`config.mk`:
```
export PLATFORM = sky130hd
export DESIGN_NAME = auction_seq_ctrl_flat
export DESIGN_NICKNAME = d
export VERILOG_FILES = /design/src/rtl/auction_seq_ctrl_if.sv /design/src/rtl/auction_seq_ctrl.sv /design/src/flat_wrapper.sv
export SDC_FILE = /design/constraint.sdc
export NUM_CORES = 1
export LEC_CHECK = 0
export CORE_MARGIN = 2
export CORE_UTILIZATION = 59
export CTS_BUF_LIST = sky130_fd_sc_hd__clkbuf_8
export DETAILED_ROUTE_END_ITERATION = 12
export PLACE_DENSITY = 0.9
export SYNTH_ARGS = -nofsm -noshare
export SYNTH_HDL_FRONTEND = slang
export SYNTH_SLANG_ARGS = --single-unit
```
`constraint.sdc`:
```
create_clock -name clk -period 4.33 [get_ports clk]
set_input_delay 0.866 -clock clk [delete_from_list [all_inputs] [get_ports clk]]
set_output_delay 0.866 -clock clk [all_outputs]
set_load 0.1 [all_outputs]
```
`src/rtl/auction_seq_ctrl_if.sv`:
```
// Bid/result handshake bundle for the sequential sealed-bid auction controller.
// master = bidder/consumer side, slave = controller side.
// Parameters must match the controller instance that uses the slave modport.
interface auction_seq_ctrl_if #(
  parameter int N_PARTIES = 4,
  parameter int W         = 16
);
  localparam int PW = $clog2(N_PARTIES);

  // auction control and status
  logic          start;
  logic          busy;
  logic          dup_err;

  // bid channel (valid/ready)
  logic          bid_valid;
  logic          bid_ready;
  logic [PW-1:0] bid_party;
  logic [W-1:0]  bid_data;

  // result channel (valid/ready)
  logic          res_valid;
  logic          res_ready;
  logic [PW-1:0] res_winner;
  logic [W-1:0]  res_price;
  logic          res_tie;

  modport master (
    output start, bid_valid, bid_party, bid_data, res_ready,
    input  busy, dup_err, bid_ready, res_valid, res_winner, res_price, res_tie
  );

  modport slave (
    input  start, bid_valid, bid_party, bid_data, res_ready,
    output busy, dup_err, bid_ready, res_valid, res_winner, res_price, res_tie
  );
endinterface

```
`src/rtl/auction_seq_ctrl.sv`:
```
// Streaming sealed-bid auction: one bid per party, running max/argmax, result when all have bid.
// Latency: one cycle per accepted bid; result valid the cycle after the last party's bid.
// Backpressure: bids always accepted in COLLECT; result held until res_ready. Optional AUCTION_SECOND_PRICE_EN.
module auction_seq_ctrl #(
  parameter int N_PARTIES = 4,
  parameter int W         = 16
) (
  input  logic               clk,
  input  logic               rst_n,
  auction_seq_ctrl_if.slave  bus
);

  localparam int PW = $clog2(N_PARTIES);

  typedef enum logic [1:0] {
    S_IDLE    = 2'd0,
    S_COLLECT = 2'd1,
    S_RESULT  = 2'd2
  } state_t;

  // ---------------------------------------------------------------------------
  // Registered state
  // ---------------------------------------------------------------------------
  state_t               r_state;
  logic [N_PARTIES-1:0] r_seen;       // one bit per party that has bid this auction
  logic [W-1:0]         r_max;        // running maximum
  logic [PW-1:0]        r_winner;     // lowest-index party holding r_max
  logic                 r_tie;        // another party matched r_max
  logic                 r_dup_err;    // sticky until next start
  logic                 r_bid_ready;
  logic                 r_res_valid;
  logic                 r_busy;
  logic [PW-1:0]        r_res_winner;
  logic [W-1:0]         r_res_price;
  logic                 r_res_tie;
`ifdef AUCTION_SECOND_PRICE_EN
  logic [W-1:0]         r_second;     // second-highest bid across distinct parties
`endif

  // ---------------------------------------------------------------------------
  // Next-value datapath for the bid being offered this cycle
  // ---------------------------------------------------------------------------
  logic                 w_accept;
  logic [N_PARTIES-1:0] w_party_bit;
  logic [N_PARTIES-1:0] w_seen_nxt;
  logic                 w_dup;
  logic                 w_first;
  logic                 w_last;
  logic                 w_gt;
  logic                 w_eq;
  logic [W-1:0]         w_max_nxt;
  logic [PW-1:0]        w_winner_nxt;
  logic                 w_tie_nxt;
  logic [W-1:0]         w_price_nxt;
`ifdef AUCTION_SECOND_PRICE_EN
  logic [W-1:0]         w_second_nxt;
`endif

  // Decode the bidder into the seen mask and classify the bid (duplicate / first / last).
  always_comb begin
    w_party_bit                = '0;
    w_party_bit[bus.bid_party] = 1'b1;
    w_accept   = bus.bid_valid && r_bid_ready;
    w_dup      = |(r_seen & w_party_bit);
    w_seen_nxt = r_seen | w_party_bit;
    w_first    = (r_seen == '0);
    w_last     = &w_seen_nxt;
  end

  // Single shared compare of the incoming bid against the running maximum.
  always_comb begin
    w_gt         = (bus.bid_data > r_max);
    w_eq         = (bus.bid_data == r_max);
    w_max_nxt    = r_max;
    w_winner_nxt = r_winner;
    w_tie_nxt    = r_tie;
    if (w_first || w_gt) begin
      // New leader: any earlier tie at the old maximum no longer matters.
      w_max_nxt    = bus.bid_data;
      w_winner_nxt = bus.bid_party;
      w_tie_nxt    = 1'b0;
    end else if (w_eq) begin
      // Equal bids resolve to the lowest party index regardless of arrival order.
      w_tie_nxt = 1'b1;
      if (bus.bid_party < r_winner) begin
        w_winner_nxt = bus.bid_party;
      end
    end
  end

`ifdef AUCTION_SECOND_PRICE_EN
  // Second-highest tracking: a displaced max or a matching max becomes the runner-up.
  always_comb begin
    w_second_nxt = r_second;
    if (w_first) begin
      w_second_nxt = r_second;
    end else if (w_gt) begin
      w_second_nxt = r_max;
    end else if (w_eq) begin
      w_second_nxt = bus.bid_data;
    end else if (bus.bid_data > r_second) begin
      w_second_nxt = bus.bid_data;
    end
  end

  // Vickrey pricing: the winner pays the runner-up bid.
  always_comb begin
    w_price_nxt = w_second_nxt;
  end
`else
  // First-price pricing: the winner pays its own bid.
  always_comb begin
    w_price_nxt = w_max_nxt;
  end
`endif

  // ---------------------------------------------------------------------------
  // Control FSM with registered handshake and result outputs
  // ---------------------------------------------------------------------------
  // Sequence IDLE -> COLLECT -> RESULT -> IDLE and update the running state per accepted bid.
  always_ff @(posedge clk or negedge rst_n) begin
    if (!rst_n) begin
      r_state      <= S_IDLE;
      r_seen       <= '0;
      r_max        <= '0;
      r_winner     <= '0;
      r_tie        <= 1'b0;
      r_dup_err    <= 1'b0;
      r_bid_ready  <= 1'b0;
      r_res_valid  <= 1'b0;
      r_busy       <= 1'b0;
      r_res_winner <= '0;
      r_res_price  <= '0;
      r_res_tie    <= 1'b0;
`ifdef AUCTION_SECOND_PRICE_EN
      r_second     <= '0;
`endif
    end else begin
      case (r_state)
        S_IDLE: begin
          // Result registers keep the previous auction's outcome while idle.
          if (bus.start) begin
            r_state     <= S_COLLECT;
            r_seen      <= '0;
            r_max       <= '0;
            r_winner    <= '0;
            r_tie       <= 1'b0;
            r_dup_err   <= 1'b0;
            r_bid_ready <= 1'b1;
            r_busy      <= 1'b1;
`ifdef AUCTION_SECOND_PRICE_EN
            r_second    <= '0;
`endif
          end
        end

        S_COLLECT: begin
          if (w_accept) begin
            if (w_dup) begin
              // A repeat bid from a party is discarded; only the flag records it.
              r_dup_err <= 1'b1;
            end else begin
              r_seen   <= w_seen_nxt;
              r_max    <= w_max_nxt;
              r_winner <= w_winner_nxt;
              r_tie    <= w_tie_nxt;
`ifdef AUCTION_SECOND_PRICE_EN
              r_second <= w_second_nxt;
`endif
              if (w_last) begin
                // Last missing party: publish directly from the next-values so the
                // result is valid one cycle after the final bid.
                r_state      <= S_RESULT;
                r_bid_ready  <= 1'b0;
                r_res_valid  <= 1'b1;
                r_res_winner <= w_winner_nxt;
                r_res_price  <= w_price_nxt;
                r_res_tie    <= w_tie_nxt;
              end
            end
          end
        end

        S_RESULT: begin
          // start is not looked at here, so a start coincident with the handshake is dropped.
          if (bus.res_ready) begin
            r_state     <= S_IDLE;
            r_res_valid <= 1'b0;
            r_busy      <= 1'b0;
          end
        end

        default: begin
          r_state     <= S_IDLE;
          r_bid_ready <= 1'b0;
          r_res_valid <= 1'b0;
          r_busy      <= 1'b0;
        end
      endcase
    end
  end

  // ---------------------------------------------------------------------------
  // Output drive
  // ---------------------------------------------------------------------------
  assign bus.bid_ready  = r_bid_ready;
  assign bus.res_valid  = r_res_valid;
  assign bus.res_winner = r_res_winner;
  assign bus.res_price  = r_res_price;
  assign bus.res_tie    = r_res_tie;
  assign bus.dup_err    = r_dup_err;
  assign bus.busy       = r_busy;

endmodule

```
`src/flat_wrapper.sv`:
```
// flat-port wrapper written by rule: the top's interface ports become plain ports
module auction_seq_ctrl_flat 
#(
  parameter int N_PARTIES = 4,
  parameter int W         = 16
)
  (clk, rst_n, bus_start, bus_bid_valid, bus_bid_party, bus_bid_data, bus_res_ready, bus_busy, bus_dup_err, bus_bid_ready, bus_res_valid, bus_res_winner, bus_res_price, bus_res_tie);
  auction_seq_ctrl_if #(.N_PARTIES(N_PARTIES), .W(W)) bus_i ();
  input  logic clk;
  input  logic rst_n;
  input wire logic [$bits(bus_i.start)-1:0] bus_start;
  input wire logic [$bits(bus_i.bid_valid)-1:0] bus_bid_valid;
  input wire logic [$bits(bus_i.bid_party)-1:0] bus_bid_party;
  input wire logic [$bits(bus_i.bid_data)-1:0] bus_bid_data;
  input wire logic [$bits(bus_i.res_ready)-1:0] bus_res_ready;
  output wire logic [$bits(bus_i.busy)-1:0] bus_busy;
  output wire logic [$bits(bus_i.dup_err)-1:0] bus_dup_err;
  output wire logic [$bits(bus_i.bid_ready)-1:0] bus_bid_ready;
  output wire logic [$bits(bus_i.res_valid)-1:0] bus_res_valid;
  output wire logic [$bits(bus_i.res_winner)-1:0] bus_res_winner;
  output wire logic [$bits(bus_i.res_price)-1:0] bus_res_price;
  output wire logic [$bits(bus_i.res_tie)-1:0] bus_res_tie;
  assign bus_i.start = bus_start;
  assign bus_i.bid_valid = bus_bid_valid;
  assign bus_i.bid_party = bus_bid_party;
  assign bus_i.bid_data = bus_bid_data;
  assign bus_i.res_ready = bus_res_ready;
  assign bus_busy = bus_i.busy;
  assign bus_dup_err = bus_i.dup_err;
  assign bus_bid_ready = bus_i.bid_ready;
  assign bus_res_valid = bus_i.res_valid;
  assign bus_res_winner = bus_i.res_winner;
  assign bus_res_price = bus_i.res_price;
  assign bus_res_tie = bus_i.res_tie;
  auction_seq_ctrl #(.N_PARTIES(N_PARTIES), .W(W)) u_core (.clk(clk), .rst_n(rst_n), .bus(bus_i));
endmodule
```
== After elaboration in Yosys (flattened, before gate mapping) ==
Index checks and enable logic that the tools add are counted.

* Bits in registers: 48
* Bits of input ports: 23
* Output and inout bits: 23

* Order comparisons: 4
* Eq/ne operators: 9
* Muxes and demuxes: 44
* Bitwise logic cells: 6
* Reductions and logical operators: 15

{| class="wikitable"
|+ Operators by type and width
! kind !! number
|-
| two-way mux 16 bit || 4
|-
| case mux 16 bit (2 select lines) || 1
|-
| two-way mux 2 bit || 11
|-
| == test 16 bit || 1
|-
| greater-than comparator 16 bit || 1
|-
| two-way mux 1 bit || 16
|-
| AND reduction 5 bit || 3
|-
| two-way mux 4 bit || 3
|-
| AND reduction 4 bit || 3
|-
| case mux 1 bit (3 select lines) || 3
|-
| case mux 4 bit (2 select lines) || 1
|-
| AND reduction 7 bit || 1
|-
| != test 2 x 1 -> 1 bit, second input constant || 3
|-
| != test 2 bit, second input constant || 3
|-
| case mux 2 bit (3 select lines) || 1
|-
| bitwise AND 4 bit || 1
|-
| logical NOT 4 bit || 1
|-
| inverter 1 bit || 4
|-
| OR 4 bit || 1
|-
| case mux 1 bit (2 select lines) || 2
|-
| case mux 2 bit (2 select lines) || 1
|-
| OR reduction 4 bit || 1
|-
| < comparator 2 x 3 -> 1 bit, second input constant || 1
|-
| AND reduction 3 bit || 1
|-
| 9 further kinds || 10
|}

== Depth between registers and ports, before layout ==
Gate-level depths: netlist of run 1.

* Word-level depth: 10
* Depth in mapped cells: 10
* Gate-level depth less buffers: 8

== Worst setup path before layout of run 1 ==
Ideal clock, no wire load.

* Path type: input-to-reg
* Start point: input port bus_bid_data[14]
* End point: register u_core.r_max[13]
* Library setup time: 0.065 ns
* Arrival time: 2.835 ns
* Setup slack: 1.429 ns
* Cell stages on the path: 9
* Path buffers: 2
* Path through: ha_1 -> nand4_1 -> or3_1 -> or2_1 -> o41a_1 -> buf_2 -> o31ai_4 -> buf_6 -> a22o_1

* Cells in the longest elaborated chain, start to end: 6

{| class="wikitable"
|+ RTL lines
! what !! RTL line !! text
|-
| from (decl) || flat_wrapper.sv:14 || <nowiki>input wire logic [$bits(bus_i.bid_data)-1:0] bus_bid_data;</nowiki>
|-
| greater-than comparator 16 bit || auction_seq_ctrl.sv:72 || <nowiki>w_gt = (bus.bid_data > r_max);</nowiki>
|-
| logical OR 1 bit || auction_seq_ctrl.sv:77 || <nowiki>if (w_first || w_gt) begin</nowiki>
|-
| two-way mux 16 bit || auction_seq_ctrl.sv:77 ||
|-
| two-way mux 16 bit || auction_seq_ctrl.sv:159 || <nowiki>if (w_dup) begin</nowiki>
|-
| two-way mux 16 bit || auction_seq_ctrl.sv:158 || <nowiki>if (w_accept) begin</nowiki>
|-
| case mux 16 bit (2 select lines) || auction_seq_ctrl.sv:139 || <nowiki>case (r_state)</nowiki>
|-
| to (signal assigned) || auction_seq_ctrl.sv:164 || <nowiki>r_max <= w_max_nxt;</nowiki>
|-
| to (decl) || auction_seq_ctrl.sv:26 || <nowiki>logic [W-1:0] r_max;</nowiki>
|}

Every way passes these cells. The select of a mux whose other input is x is not followed.
A chain may end at the register's enable or synchronous reset.

== Worst setup path after layout of run 1 ==
* Start point: input port bus_bid_party[0]
* End point: register u_core.r_res_price[13] (netlist: u_core.bus.res_price[13])

* Cells in the longest elaborated chain, start to end: 8

{| class="wikitable"
|+ RTL lines
! what !! RTL line !! text
|-
| from (decl) || flat_wrapper.sv:13 || <nowiki>input wire logic [$bits(bus_i.bid_party)-1:0] bus_bid_party;</nowiki>
|-
| < comparator 2 x 3 -> 1 bit (not written as such) or greater-or-equal comparator 2 x 1 -> 1 bit (tied branches) || auction_seq_ctrl.sv:62 || <nowiki>w_party_bit[bus.bid_party] = 1'b1;</nowiki>
|-
| logical AND 1 bit (not written as such) || auction_seq_ctrl.sv:62 ||
|-
| two-way mux 1 bit (not written as such) || auction_seq_ctrl.sv:62 ||
|-
| demux 1 bit (select 2 bit) * || -- ||
|-
| bitwise AND 4 bit || auction_seq_ctrl.sv:64 || <nowiki>w_dup = |(r_seen & w_party_bit);</nowiki>
|-
| OR reduction 4 bit || auction_seq_ctrl.sv:64 ||
|-
| inverter 1 bit (no line) || -- ||
|-
| AND reduction 7 bit (no line) * || -- ||
|-
| to (signal assigned) || auction_seq_ctrl.sv:177 || <nowiki>r_res_price <= w_price_nxt;</nowiki>
|-
| to (decl) || auction_seq_ctrl.sv:34 || <nowiki>logic [W-1:0] r_res_price;</nowiki>
|}

Mark *: on every way between the ends. The rest lies on a longest branch, timed or not.

==> results.cfg, run 1 <==
[run_status]
status = completed

[worst_setup_path]
critPathKind = in -> reg
startpoint_type = primary input
max_stage_delay_ns = 0.69
cp.arrival_ns = 3.76
worstPathMaxFanout = 28
critPathSlowestCell = clkdlybuf4s50_1
crit_family = simple AND/OR/NAND/NOR gates
path_cells = clkdlybuf4s50_1 -> mux4_2 -> or3_1 -> nor2_4 -> o211ai_1 -> o311ai_0
r2r_setup_slack_ns = 1.43
path_buf_inv = 1
endpoint_kind = flip-flop
critPathRequiredTime_ns = 4.47

[route]
drc = 0
firstDrtPassIters = 5
wire_per_inst_um = 17.4
drtIter0Drc = 229
drt_wl_total_um = 6410
vias = 2345
vias_per_cell = 6.37
ant_nets = 0

[cts]
ctsHoldBuffers = 0
cts_root_buffer = clkbuf_8
worstSkewPairLatency_ns = 0.30
cts.path.max_buffers = 2
clock_sink_count = 48
path_clk_slew_ns = 0.09
cts_tree = built
htreeDepth = 2
post_cts.repair.setup_buffers = 0
cts_buffers = 5
cts.repair.resized = 0

[synthesis]
synthTopCellsByArea = dfrtp_1 (45%), ha_1 (8.4%), nand2_1 (6.2%)
syn_area_um2 = 2670
synthCells = 272
ys_top_cells_by_count = dfrtp_1 (48), nand2_1 (44), inv_1 (20), o211ai_1 (19)
synth_seq_cells = 48
synth-edff-count = 0
ys_types = 40
yosysSeqAreaShare_pct = 45.0
ys_dominant_reg_cell = dfrtp_1
netlist.area_leader.share_pct = 45.0
synth_top_cell_by_area = dfrtp_1
syn_nets = 313
syn_avg_cell_area_um2 = 9.81
synth.most_common_cell = dfrtp_1
ys_async_sr_fraction_pct = 100
yosys_warnings = 0

[timing]
period_minus_slack_ns = 3.62
rsz0062_at_grt = no
clock.fmax_ghz = 0.276
finalCritPeriodShare_pct = 83.6
setup-violations-final = 0
fin_skew_ns = 0.00879
finalHoldViolations = 0
finalSetupTns_ns = 0
maxSlewHeadroom_pct = 25.0
maxSlewViolCount = 0
worst_pin_slew_ns = 1.12

[pwr]
switching_power_mw = 1.43
leakagePower_nw = 1.36
pwr-share-clk_pct = 10.6
comb_power_share_pct = 60.3
seqPwrFrac_pct = 29.1
internal-power_mw = 1.19
switching_share_pct = 54.5
p_per_area_nw_per_um2 = 812
peakVddDrop_mv = 0.466

[floorplanning]
die_w_um = 71.3
die_h_um = 71.3
core_area_um2 = 4350
die_area_um2 = 5080
num_io_pins = 46
initial_utilization_pct = 61.3
num_rows = 24

[layout]
fill_cells = 302
syn_to_final_growth_pct = 20.8
fin_cells = 368
antenna_cells = 0
final_layout_size_suffix_gt1_share_pct = 6.96
final_nets = 356

[grt]
gr-total-overflow = 0
antenna_found_initial = 0
grt_pass1_vias = 2242
grt_pass1_wl_um = 10800
grt_max_degree = 49
grt_util_all_layers_pct = 27.0

[flow_run]
maxCapViolations = 0

[placed_design]
io_buffers = 45
globalplace.congestion = 0.822
place_hpwl_um = 4350
dp_cells = 360

[worst_hold_path]
hold_path_class = reg -> reg
## metrics by stage
step,power [mW],cell area (um2),hold slack (ns),utilization (%),setup slack [ns]
global placement,2.28,3130,0.473,71.9,0.661
CTS,2.60,3220,0.493,74.0,0.785
floorplan,1.93,2670,0.465,-,1.43
detailed placement,2.32,3130,0.470,71.9,0.615
global route,2.74,3220,0.521,74.0,0.614
finish,2.62,3220,0.498,74.0,0.709
## worst paths after layout
| path | startpoint | to | depth (start not counted) |
|---|---|---|---|
| worst max-delay path | bus_bid_party[0] | u_core.bus.res_price[13]$_DFFE_PN0P_ | 6 |
| worst min-delay path | u_core.bus.res_winner[1]$_DFFE_PN0P_ | u_core.bus.res_winner[1]$_DFFE_PN0P_ | 2 |
| worst max register to register | u_core.r_max[11]$_DFFE_PN0P_ | u_core.bus.res_price[13]$_DFFE_PN0P_ | 9 |
| worst min register to register | u_core.bus.res_winner[1]$_DFFE_PN0P_ | u_core.bus.res_winner[1]$_DFFE_PN0P_ | 2 |
| max in group asynchronous | rst_n | u_core.r_max[12]$_DFFE_PN0P_ | 1 |
| min in group asynchronous | rst_n | u_core.r_max[4]$_DFFE_PN0P_ | 1 |
## layout make-up
cell class | instances | area [um2] | area share [%]
Multi-Input combinational cell | 189 | 1300 | 40.3
Sequential cell | 48 | 1200 | 37.3
Timing Repair Buffer | 51 | 490 | 15.2
Clock buffer | 6 | 82.6 | 2.56
Inverter | 20 | 75.1 | 2.33
Tap cell | 52 | 65.1 | 2.02
Clock inverter | 2 | 10.0 | 0.311
## cell usage in the layout (no fill, tap or decap), types with 2 or more instances in the layout
cell type	instances
nor4_1	2
o211ai_1	19
nand4_1	16
o32ai_1	3
o21a_1	2
inv_1	20
a21oi_1	12
or3_1	2
o21ai_0	4
nor2_1	14
dfrtp_1	48
clkinv_2	2
buf_4	6
a22o_1	18
nand2b_1	3
clkbuf_8	6
ha_1	18
nor3_1	2
nand2_1	44
clkdlybuf4s50_1	44
o311ai_0	6
o31ai_1	2
nor2b_1	4
## power by group through the flow
stage | registers, mW | logic (mW) | clock network [mW]
after floorplan | 1.39 | 0.545 | 0
after global placement | 0.753 | 1.53 | 0
after detailed placement | 0.762 | 1.56 | 0
after CTS | 0.756 | 1.57 | 0.280
after global routing | 0.782 | 1.66 | 0.295
final | 0.760 | 1.58 | 0.278
## worst reg2reg max path: cells and delay by family (launching register included)
kind,cells,cell delay (ns)
compound gates,2,0.67
fa+ha+maj,1,0.32
buf+inv,2,0.28
flops,1,0.40
simple gates,4,1.07
## state kept, by name (all words and copies together), names as in the netlist
register               count
u_core.bus.res_winner      2
u_core.bus.res_tie         1
u_core.bus.res_price      16
u_core.bus.busy            1
u_core.r_max              16
u_core.r_winner            2
u_core.r_tie               1
u_core.bus.res_valid       1
u_core.bus.bid_ready       1
u_core.bus.dup_err         1
u_core.r_state             2
u_core.r_seen              4
## metal layers
metal / vias to the layer above / share of wire (%) / track usage, % / routed length (um)
li1: 1087 / - / - / -
met1: 1123 / 44 / 38.3 / 2800
met2: 113 / 45 / 40.3 / 2910
met3: 22 / 8.2 / 6.75 / 528
met4: 0 / 2.8 / 10.1 / 178
met5: - / 0 / 0 / 0
## kinds of logic after synthesis
logic type	after synthesis	synth area share [%]
AND/OR/NAND/NOR	95	17.3
multiplexers	2	1.22
AO/OA/AOI/OAI	74	21.7
buffers and inverters	35	6.33
flip-flops	48	45.0
adder cells (fa/ha/maj)	18	8.44
No activity file was read; power rests on OpenSTA's default activity.
==> run 2: changes to the inputs <==
- CORE_UTILIZATION: 59 -> 55
- PLACE_DENSITY: 0.9 -> 0.85
- clock period: 4.33 -> 3.7 ns (I/O delays scaled with it)
==> run 2 against run 1 <==
Hold slack improved by 0.0017 ns; clock power grew 19%; cell area is 1.6% higher; routed wire length is 1.4% lower; first-iteration DRC count decreased by 34%; global-route usage decreased by 2.0 points; non-clock buffer count increased by 4; sequential power increased by 16%; count of clock-buffer cells in the layout unchanged; critical path type unchanged.
==> results.cfg, run 2 (synthesis results as in run 1) <==
[pwr]
p_per_area_nw_per_um2 = 936
switching_share_pct = 54.3
leakagePower_nw = 1.37
switching_power_mw = 1.66
internal-power_mw = 1.40
peakVddDrop_mv = 0.562
pwr-share-clk_pct = 10.8
comb_power_share_pct = 60.4
seqPwrFrac_pct = 28.8

[run_status]
status = completed

[timing]
clock.fmax_ghz = 0.288
rsz0062_at_grt = no
finalWorstSetupSlack_ns = 0.223
worst_pin_slew_ns = 1.06
finalSetupTns_ns = 0
period_minus_slack_ns = 3.48
finalCritPeriodShare_pct = 94.0
maxSlewViolCount = 0
setup-violations-final = 0
fin_skew_ns = 0.00934
finalHoldViolations = 0
hold_ws_ns = 0.499
maxSlewHeadroom_pct = 29.0

[floorplanning]
die_w_um = 73.7
num_io_pins = 46
core_area_um2 = 4690
die_area_um2 = 5430
die_h_um = 73.7
initial_utilization_pct = 56.9
num_rows = 25

[cts]
post_cts.repair.setup_buffers = 0
worstSkewPairLatency_ns = 0.31
cts_tree = built
cts.repair.resized = 0
path_clk_slew_ns = 0.09
clock_sink_count = 48
htreeDepth = 2
ctsHoldBuffers = 0
cts_buffers = 5
cts.path.max_buffers = 2
cts_root_buffer = clkbuf_8

[worst_setup_path]
max_stage_delay_ns = 0.76
startpoint_type = primary input
endpoint_kind = flip-flop
r2r_setup_slack_ns = 0.72
critPathSlowestCell = nor2_1
critPathKind = in -> reg
cp.arrival_ns = 3.61
path_buf_inv = 1
path_cells = clkdlybuf4s50_1 -> ha_1 -> nand4_1 -> or3_1 -> or2_1 -> o41a_1 -> nor2_1 -> o211ai_1
worstPathMaxFanout = 12
crit_family = simple AND/OR/NAND/NOR gates
critPathRequiredTime_ns = 3.84

[layout]
mostFrequentLayoutCells = dfrtp_1 (48), nand2_1 (44), clkdlybuf4s50_1 (44), inv_1 (20), o211ai_1 (19)
fill_cells = 377
final_nets = 360
syn_to_final_growth_pct = 22.6
stdcell_area_um2 = 3270
antenna_cells = 0
mostFrequentLayoutCell = dfrtp_1
fin_cells = 374
final_layout_size_suffix_gt1_share_pct = 8.13

[route]
vias_per_cell = 6.11
drc = 0
drtIter0Drc = 152
wire_per_inst_um = 16.9
vias = 2284
drt_wl_total_um = 6320
ant_nets = 0
firstDrtPassIters = 4

[placed_design]
place_hpwl_um = 4440
placed_area_um2 = 3180
dp_slack_ns = 0.00353
globalplace.congestion = 0.849
io_buffers = 45
dp_cells = 366

[grt]
grt_max_degree = 49
use_met2_pct = 40.5
use_met3_pct = 3.57
gr-total-overflow = 0
grt_pass1_vias = 2257
top_usage_layer = met2
grt_use_met1_pct = 34.2
antenna_found_initial = 0
grt_util_all_layers_pct = 24.9
grt_pass1_wl_um = 10500

[flow_run]
maxCapViolations = 0

[worst_hold_path]
hold_path_class = reg -> reg
==> run 2: cell count changes in the layout (fill, tap and decap cells not counted), sizes merged <==
cell / delta
buf: +4
clkinv: -2
clkinvlp: +2
==> run 2: worst register-to-register path, stage by stage, from the launching register on <==
cell      delay (ns)
dfrtp_1         0.38
inv_1           0.07
ha_1            0.29
nand4_1         0.16
or3_1           0.46
or2_1           0.29
o41a_1          0.15
nor2_1          0.77
o211ai_1        0.23
==> run 2: power by group through the flow <==
stage | registers (mW) | clock network (mW) | logic [mW]
floorplan | 1.62 | 0 | 0.637
global placement | 0.875 | 0 | 1.80
detailed placement | 0.887 | 0 | 1.84
CTS | 0.879 | 0.334 | 1.85
global route | 0.908 | 0.352 | 1.96
finish | 0.882 | 0.332 | 1.85
==> run 2: path summary, 6_finish.rpt <==
kind / from / end / cells after the start
setup / recovery: bus_bid_data[14] / u_core.bus.res_price[14]$_DFFE_PN0P_ / 8
hold / removal: u_core.bus.res_price[4]$_DFFE_PN0P_ / u_core.bus.res_price[4]$_DFFE_PN0P_ / 2
setup reg to reg: u_core.r_max[13]$_DFFE_PN0P_ / u_core.bus.res_price[14]$_DFFE_PN0P_ / 8
hold reg to reg: u_core.bus.res_price[4]$_DFFE_PN0P_ / u_core.bus.res_price[4]$_DFFE_PN0P_ / 2
max in group asynchronous: rst_n / u_core.bus.res_winner[0]$_DFFE_PN0P_ / 1
min in group asynchronous: rst_n / u_core.bus.res_price[6]$_DFFE_PN0P_ / 1
==> run 2: metal layers <==
| metal | wire length [um] | part of all wire [%] |
|---|---|---|
| met2 | 3110 | 49 |
| met1 | 2790 | 44 |
| met3 | 328 | 5.2 |
| met5 | 0 | 0 |
| met4 | 89 | 1.4 |
==> run 2: final cells by class <==
cell class,instances,area (um2),area share (%)
inverters,20,75.1,2.29
flip-flops and latches,48,1200,36.7
clock inverters,2,15.0,0.459
repair buffers,55,533,16.3
clock buffers,6,82.6,2.52
multi-input cells,189,1300,39.7
well taps,54,67.6,2.06
==> run 2: stage by stage <==
stage	power, mW	util [%]
global placement	2.68	67.7
detailed placement	2.72	67.7
global route	3.22	69.8
finish	3.06	69.8
CTS	3.06	69.8
floorplan	2.26	-
==> variant 1, RTL diff (flow settings as in run 2) <==
Encoding of `state_t`: now one-hot (3 bits for 3 states).
--- a/src/rtl/auction_seq_ctrl.sv
+++ b/src/rtl/auction_seq_ctrl.sv
@@ -13,8 +13,8 @@
   localparam int PW = $clog2(N_PARTIES);
 
-  typedef enum logic [1:0] {
-    S_IDLE    = 2'd0,
-    S_COLLECT = 2'd1,
-    S_RESULT  = 2'd2
+  typedef enum logic [2:0] {
+    S_IDLE    = 3'b001,
+    S_COLLECT = 3'b010,
+    S_RESULT  = 3'b100
   } state_t;
 
Behaviour: no difference found for any inputs over 4 cycles, from zero or initial values and one cycle with rst_n low; so few cycles prove little.
==> variant 1 against run 2 <==
  * Cell area is 3.7% higher
  * Worst setup slack better by 0.37 ns
  * Sequential cell count is 1 higher
  * Synthesized area is 3.7% higher
  * Routed wire length is 7.6% higher
  * Critical endpoint is now u_core.r_max[7]
Power is not compared: it rests on default switching activity, and its combinational part moved more than twofold at a synthesized area within 25%.
==> variant 1: results (changes against run 2) <==
Filler cell count = 381 (was 377)
Via count = 2481 (was 2284)
Area contributors post-synth = dfrtp_1, ha_1, o211ai_1 (was dfrtp_1, ha_1, nand2_1)
Clock Skews = 0.0138 ns (was 0.00934 ns)
Number of DRC markers in iteration 0 = 233 (was 152)
TritonRoute pass-1 iters = 5 (was 4)
Non-Filler Instances = 407 (was 374)
Avg WL per Cell = 16.7 um (was 16.9 um)
Largest net degree at the start of global routing = 50 (was 49)
Outcome = finished, final reports clean (unchanged)
Grt met3 use = 0.0415 (was 0.0357)
Synth Area in Adders = 0.0814 (was 0.0844)
Fraction of layout cells with a size suffix above 1 = 0.0794 (was 0.0813)
Compound-cell area share of the yosys netlist = 0.198 (was 0.217)
Worst path arrival time = 3.34 ns (was 3.61 ns)
GRT Total Usage = 0.254 (was 0.249)
Slew @ Worst Pin = 1.10 ns (was 1.06 ns)
Placed Area = 3280 um^2 (was 3180 um^2)
Detail Route met2 WL = 3170 um (was 3110 um)
Met1 usage = 0.365 (was 0.342)
First-pass GRT wire length = 10900 um (was 10500 um)
Crit-path max FO = 16 (was 12)
DR WL met3 = 555 um (was 328 um)
Post-synthesis cell count = 296 (was 272)
Final-stage net count = 380 (was 360)
variant 1: cell count changes in the layout (fill, tap and decap cells not counted), moves of 3 or more:
cell | before | now
a31oi_1 | 1 | 4
nand2_1 | 44 | 30
nand3_1 | 1 | 22
nand4_1 | 16 | 21
nor2_1 | 14 | 23
o311ai_0 | 6 | 0
variant 1: worst paths after layout:
| check | start | end | slack, ns | depth (start not counted) |
|---|---|---|---|---|
| max | bus_bid_data[15] | u_core.r_max[7] | 0.59 | 8 |
| min | u_core.bus.res_price[14] | u_core.bus.res_price[14] | 0.48 | 2 |
| max reg2reg | u_core.r_max[12] | u_core.r_max[7] | 1.05 | 8 |
| min reg2reg | u_core.bus.res_price[14] | u_core.bus.res_price[14] | 0.48 | 2 |
| max in group asynchronous | rst_n | u_core.r_max[7] | 2.39 | 1 |
| min in group asynchronous | rst_n | u_core.bus.res_valid | 0.64 | 1 |
variant 1: area by class of cell:
| type | instances | area [um^2] | area share |
|---|---|---|---|
| Clock inverter | 3 | 42.5 | 0.0125 |
| Sequential cell | 49 | 1230 | 0.362 |
| Timing Repair Buffer | 54 | 513 | 0.151 |
| Inverter | 20 | 75.1 | 0.0221 |
| Tap cell | 67 | 83.8 | 0.0247 |
| Clock buffer | 5 | 68.8 | 0.0203 |
| Multi-Input combinational cell | 209 | 1380 | 0.408 |
variant 1: report_power, final:
part / internal (W) / switching, W / total, W
Combinational: 0.000181 / 0.000368 / 0.000549
Clock: 0.000200 / 0.000186 / 0.000386
Sequential: 0.000602 / 0.0000782 / 0.000680
variant 1: kinds of logic (layout without fill, tap and decap cells):
logic type                 count (synthesis)  count (layout)
and+or+nand+nor                          113             113
AOI/OAI and AO/OA                         76              76
DFF                                       49              49
buffers and inverters                     38              82
adders and majority gates                 18              18
muxes                                      2               2
==> variant 2, RTL diff (flow settings as in run 2) <==
Without the edit above. `W` is set to 16 in 3 places; all go to 18.
--- a/src/rtl/auction_seq_ctrl_if.sv
+++ b/src/rtl/auction_seq_ctrl_if.sv
@@ -4,5 +4,5 @@
 interface auction_seq_ctrl_if #(
   parameter int N_PARTIES = 4,
-  parameter int W         = 16
+  parameter int W         = 18
 );
   localparam int PW = $clog2(N_PARTIES);
--- a/src/rtl/auction_seq_ctrl.sv
+++ b/src/rtl/auction_seq_ctrl.sv
@@ -4,5 +4,5 @@
 module auction_seq_ctrl #(
   parameter int N_PARTIES = 4,
-  parameter int W         = 16
+  parameter int W         = 18
 ) (
   input  logic               clk,
--- a/src/flat_wrapper.sv
+++ b/src/flat_wrapper.sv
@@ -3,5 +3,5 @@
 #(
   parameter int N_PARTIES = 4,
-  parameter int W         = 16
+  parameter int W         = 18
 )
   (clk, rst_n, bus_start, bus_bid_valid, bus_bid_party, bus_bid_data, bus_res_ready, bus_busy, bus_dup_err, bus_bid_ready, bus_res_valid, bus_res_winner, bus_res_price, bus_res_tie);
Interface: changed (resized bus_bid_data and bus_res_price); port bits go from 46 to 50. No check against the original RTL was run, so the function may have changed too.
==> variant 2 against run 2 <==
  * Cell count up 13%
  * Synthesized area up 8.8%
  * Total power up 13%
  * Worst setup slack better by 0.44 ns
  * Cell area up 9.0%
  * Routed wire length up 4.6%
  * Sequential cell count up 4
  * Critical path type unchanged
  * Highest routed layer unchanged
==> variant 2: results (changes against run 2) <==
Outcome = finished, final reports clean (unchanged)
Worst path arrival time = 3.23 ns (was 3.61 ns)
First-pass GRT wire length = 11300 um (was 10500 um)
Vias in the first global route = 2452 (was 2257)
Leak = 1.62 nW (was 1.37 nW)
Critical Path Slowest Stage Cell = clkdlybuf4s50_1 (was nor2_1)
Switching part of the total = 0.525 (was 0.543)
Hold WC Path Type = in2async (was reg2reg)
Commonest cells in the netlist = dfrtp_1, nand2_1, o21ai_0 (was dfrtp_1, nand2_1, inv_1)
Crit-path max FO = 13 (was 12)
Clock Skews = 0.00702 ns (was 0.00934 ns)
Final HPWL DP = 4650 um (was 4440 um)
Post-synth cell types = 39 (was 40)
Register area share after synthesis = 0.448 (was 0.450)
Largest net degree at the start of global routing = 43 (was 49)
Final-stage net count = 397 (was 360)
Placed Area = 3440 um^2 (was 3180 um^2)
R2r worst-path depth = 10 (was 8)
Post-Route WL = 6610 um (was 6320 um)
Vias per inst = 5.77 (was 6.11)
Net Count, Synth = 350 (was 313)
Number of DRC markers in iteration 0 = 110 (was 152)
Reg-to-reg critical path endpoint = u_core.r_winner[0] (was u_core.bus.res_price[14])
Max stage delay on crit path = 0.65 ns (was 0.76 ns)
Routability Congestion = 0.862 (was 0.849)
Port Buf Inserts = 49 (was 45)
Slew @ Worst Pin = 0.987 ns (was 1.06 ns)
variant 2: cell count changes in the layout (fill, tap and decap cells not counted), moves of 5 or more:
cell | run 2 | this run
o21ai_0 | 4 | 27
mux2i_1 | 1 | 20
nand3_1 | 1 | 20
o211ai_1 | 19 | 0
o31ai_1 | 2 | 19
a22o_1 | 18 | 2
nand4_1 | 16 | 4
nand2_1 | 44 | 33
o311ai_0 | 6 | 0
inv_1 | 20 | 25
variant 2: critical path, delay by kind of cell:
| kind | cells | cell delay [ns] |
|---|---|---|
| buf+inv | 2 | 0.93 |
| simple gates | 2 | 0.87 |
| mux | 1 | 0.58 |
| compound gates | 1 | 0.09 |
variant 2: logic make-up (layout without fill, tap and decap cells):
family,after synthesis,after routing,synth area share
compound gates,76,76,0.167
buf+inv,42,90,0.0651
simple gates,93,93,0.153
flops,52,52,0.448
mux,22,22,0.0806
fa+ha+maj,20,20,0.0862
variant 2: worst max-delay path by stage:
stage                     start                        to  slack, ns  cells past startpoint
2_1_floorplan   bus_bid_data[9]  u_core.bus.res_price[10]       1.12                      9
3_3_place_gp   bus_bid_party[0]           u_core.r_max[2]       0.45                      6
3_5_place_dp   bus_bid_party[0]           u_core.r_max[2]       0.38                      6
4_1_cts        bus_bid_party[0]           u_core.r_max[2]       0.70                      6
5_1_grt        bus_bid_party[0]           u_core.r_max[2]       0.58                      6
6_report       bus_bid_party[0]           u_core.r_max[2]       0.66                      6
variant 2: area by class of cell:
cell class                      instances  area, um^2
Fill cell                             411        1540
Multi-Input combinational cell        211        1410
Sequential cell                        52        1300
Timing Repair Buffer                   57         546
Clock buffer                            7        96.3
Inverter                               25        93.8
Tap cell                               70        87.6
Clock inverter                          1        30.0
variant 2: routing by layer:
layer,track usage,part of all wire
met1,0.290,0.43
met2,0.424,0.52
met5,0,0
met4,0.0745,0.012
met3,0.0447,0.041
variant 2: power by group through the flow:
stage	Sequential, W	Combinational, W	Clock, W
4_1_cts	0.000949	0.00208	0.000433
2_1_floorplan	0.00176	0.000791	0
3_5_place_dp	0.000961	0.00207	0
6_report	0.000952	0.00208	0.000427
5_1_grt	0.000984	0.00221	0.000450
3_3_place_gp	0.000947	0.00202	0
variant 2: metrics by stage:
step                setup slack, ns  hold WS (ns)  instances  power (W)
floorplan                      1.12         0.444        305    0.00255
global placement              0.446         0.461        415    0.00297
detailed placement            0.378         0.471        415    0.00303
CTS                           0.697         0.478        423    0.00347
global route                  0.582         0.515        423    0.00365
finish                        0.665         0.454        423    0.00346
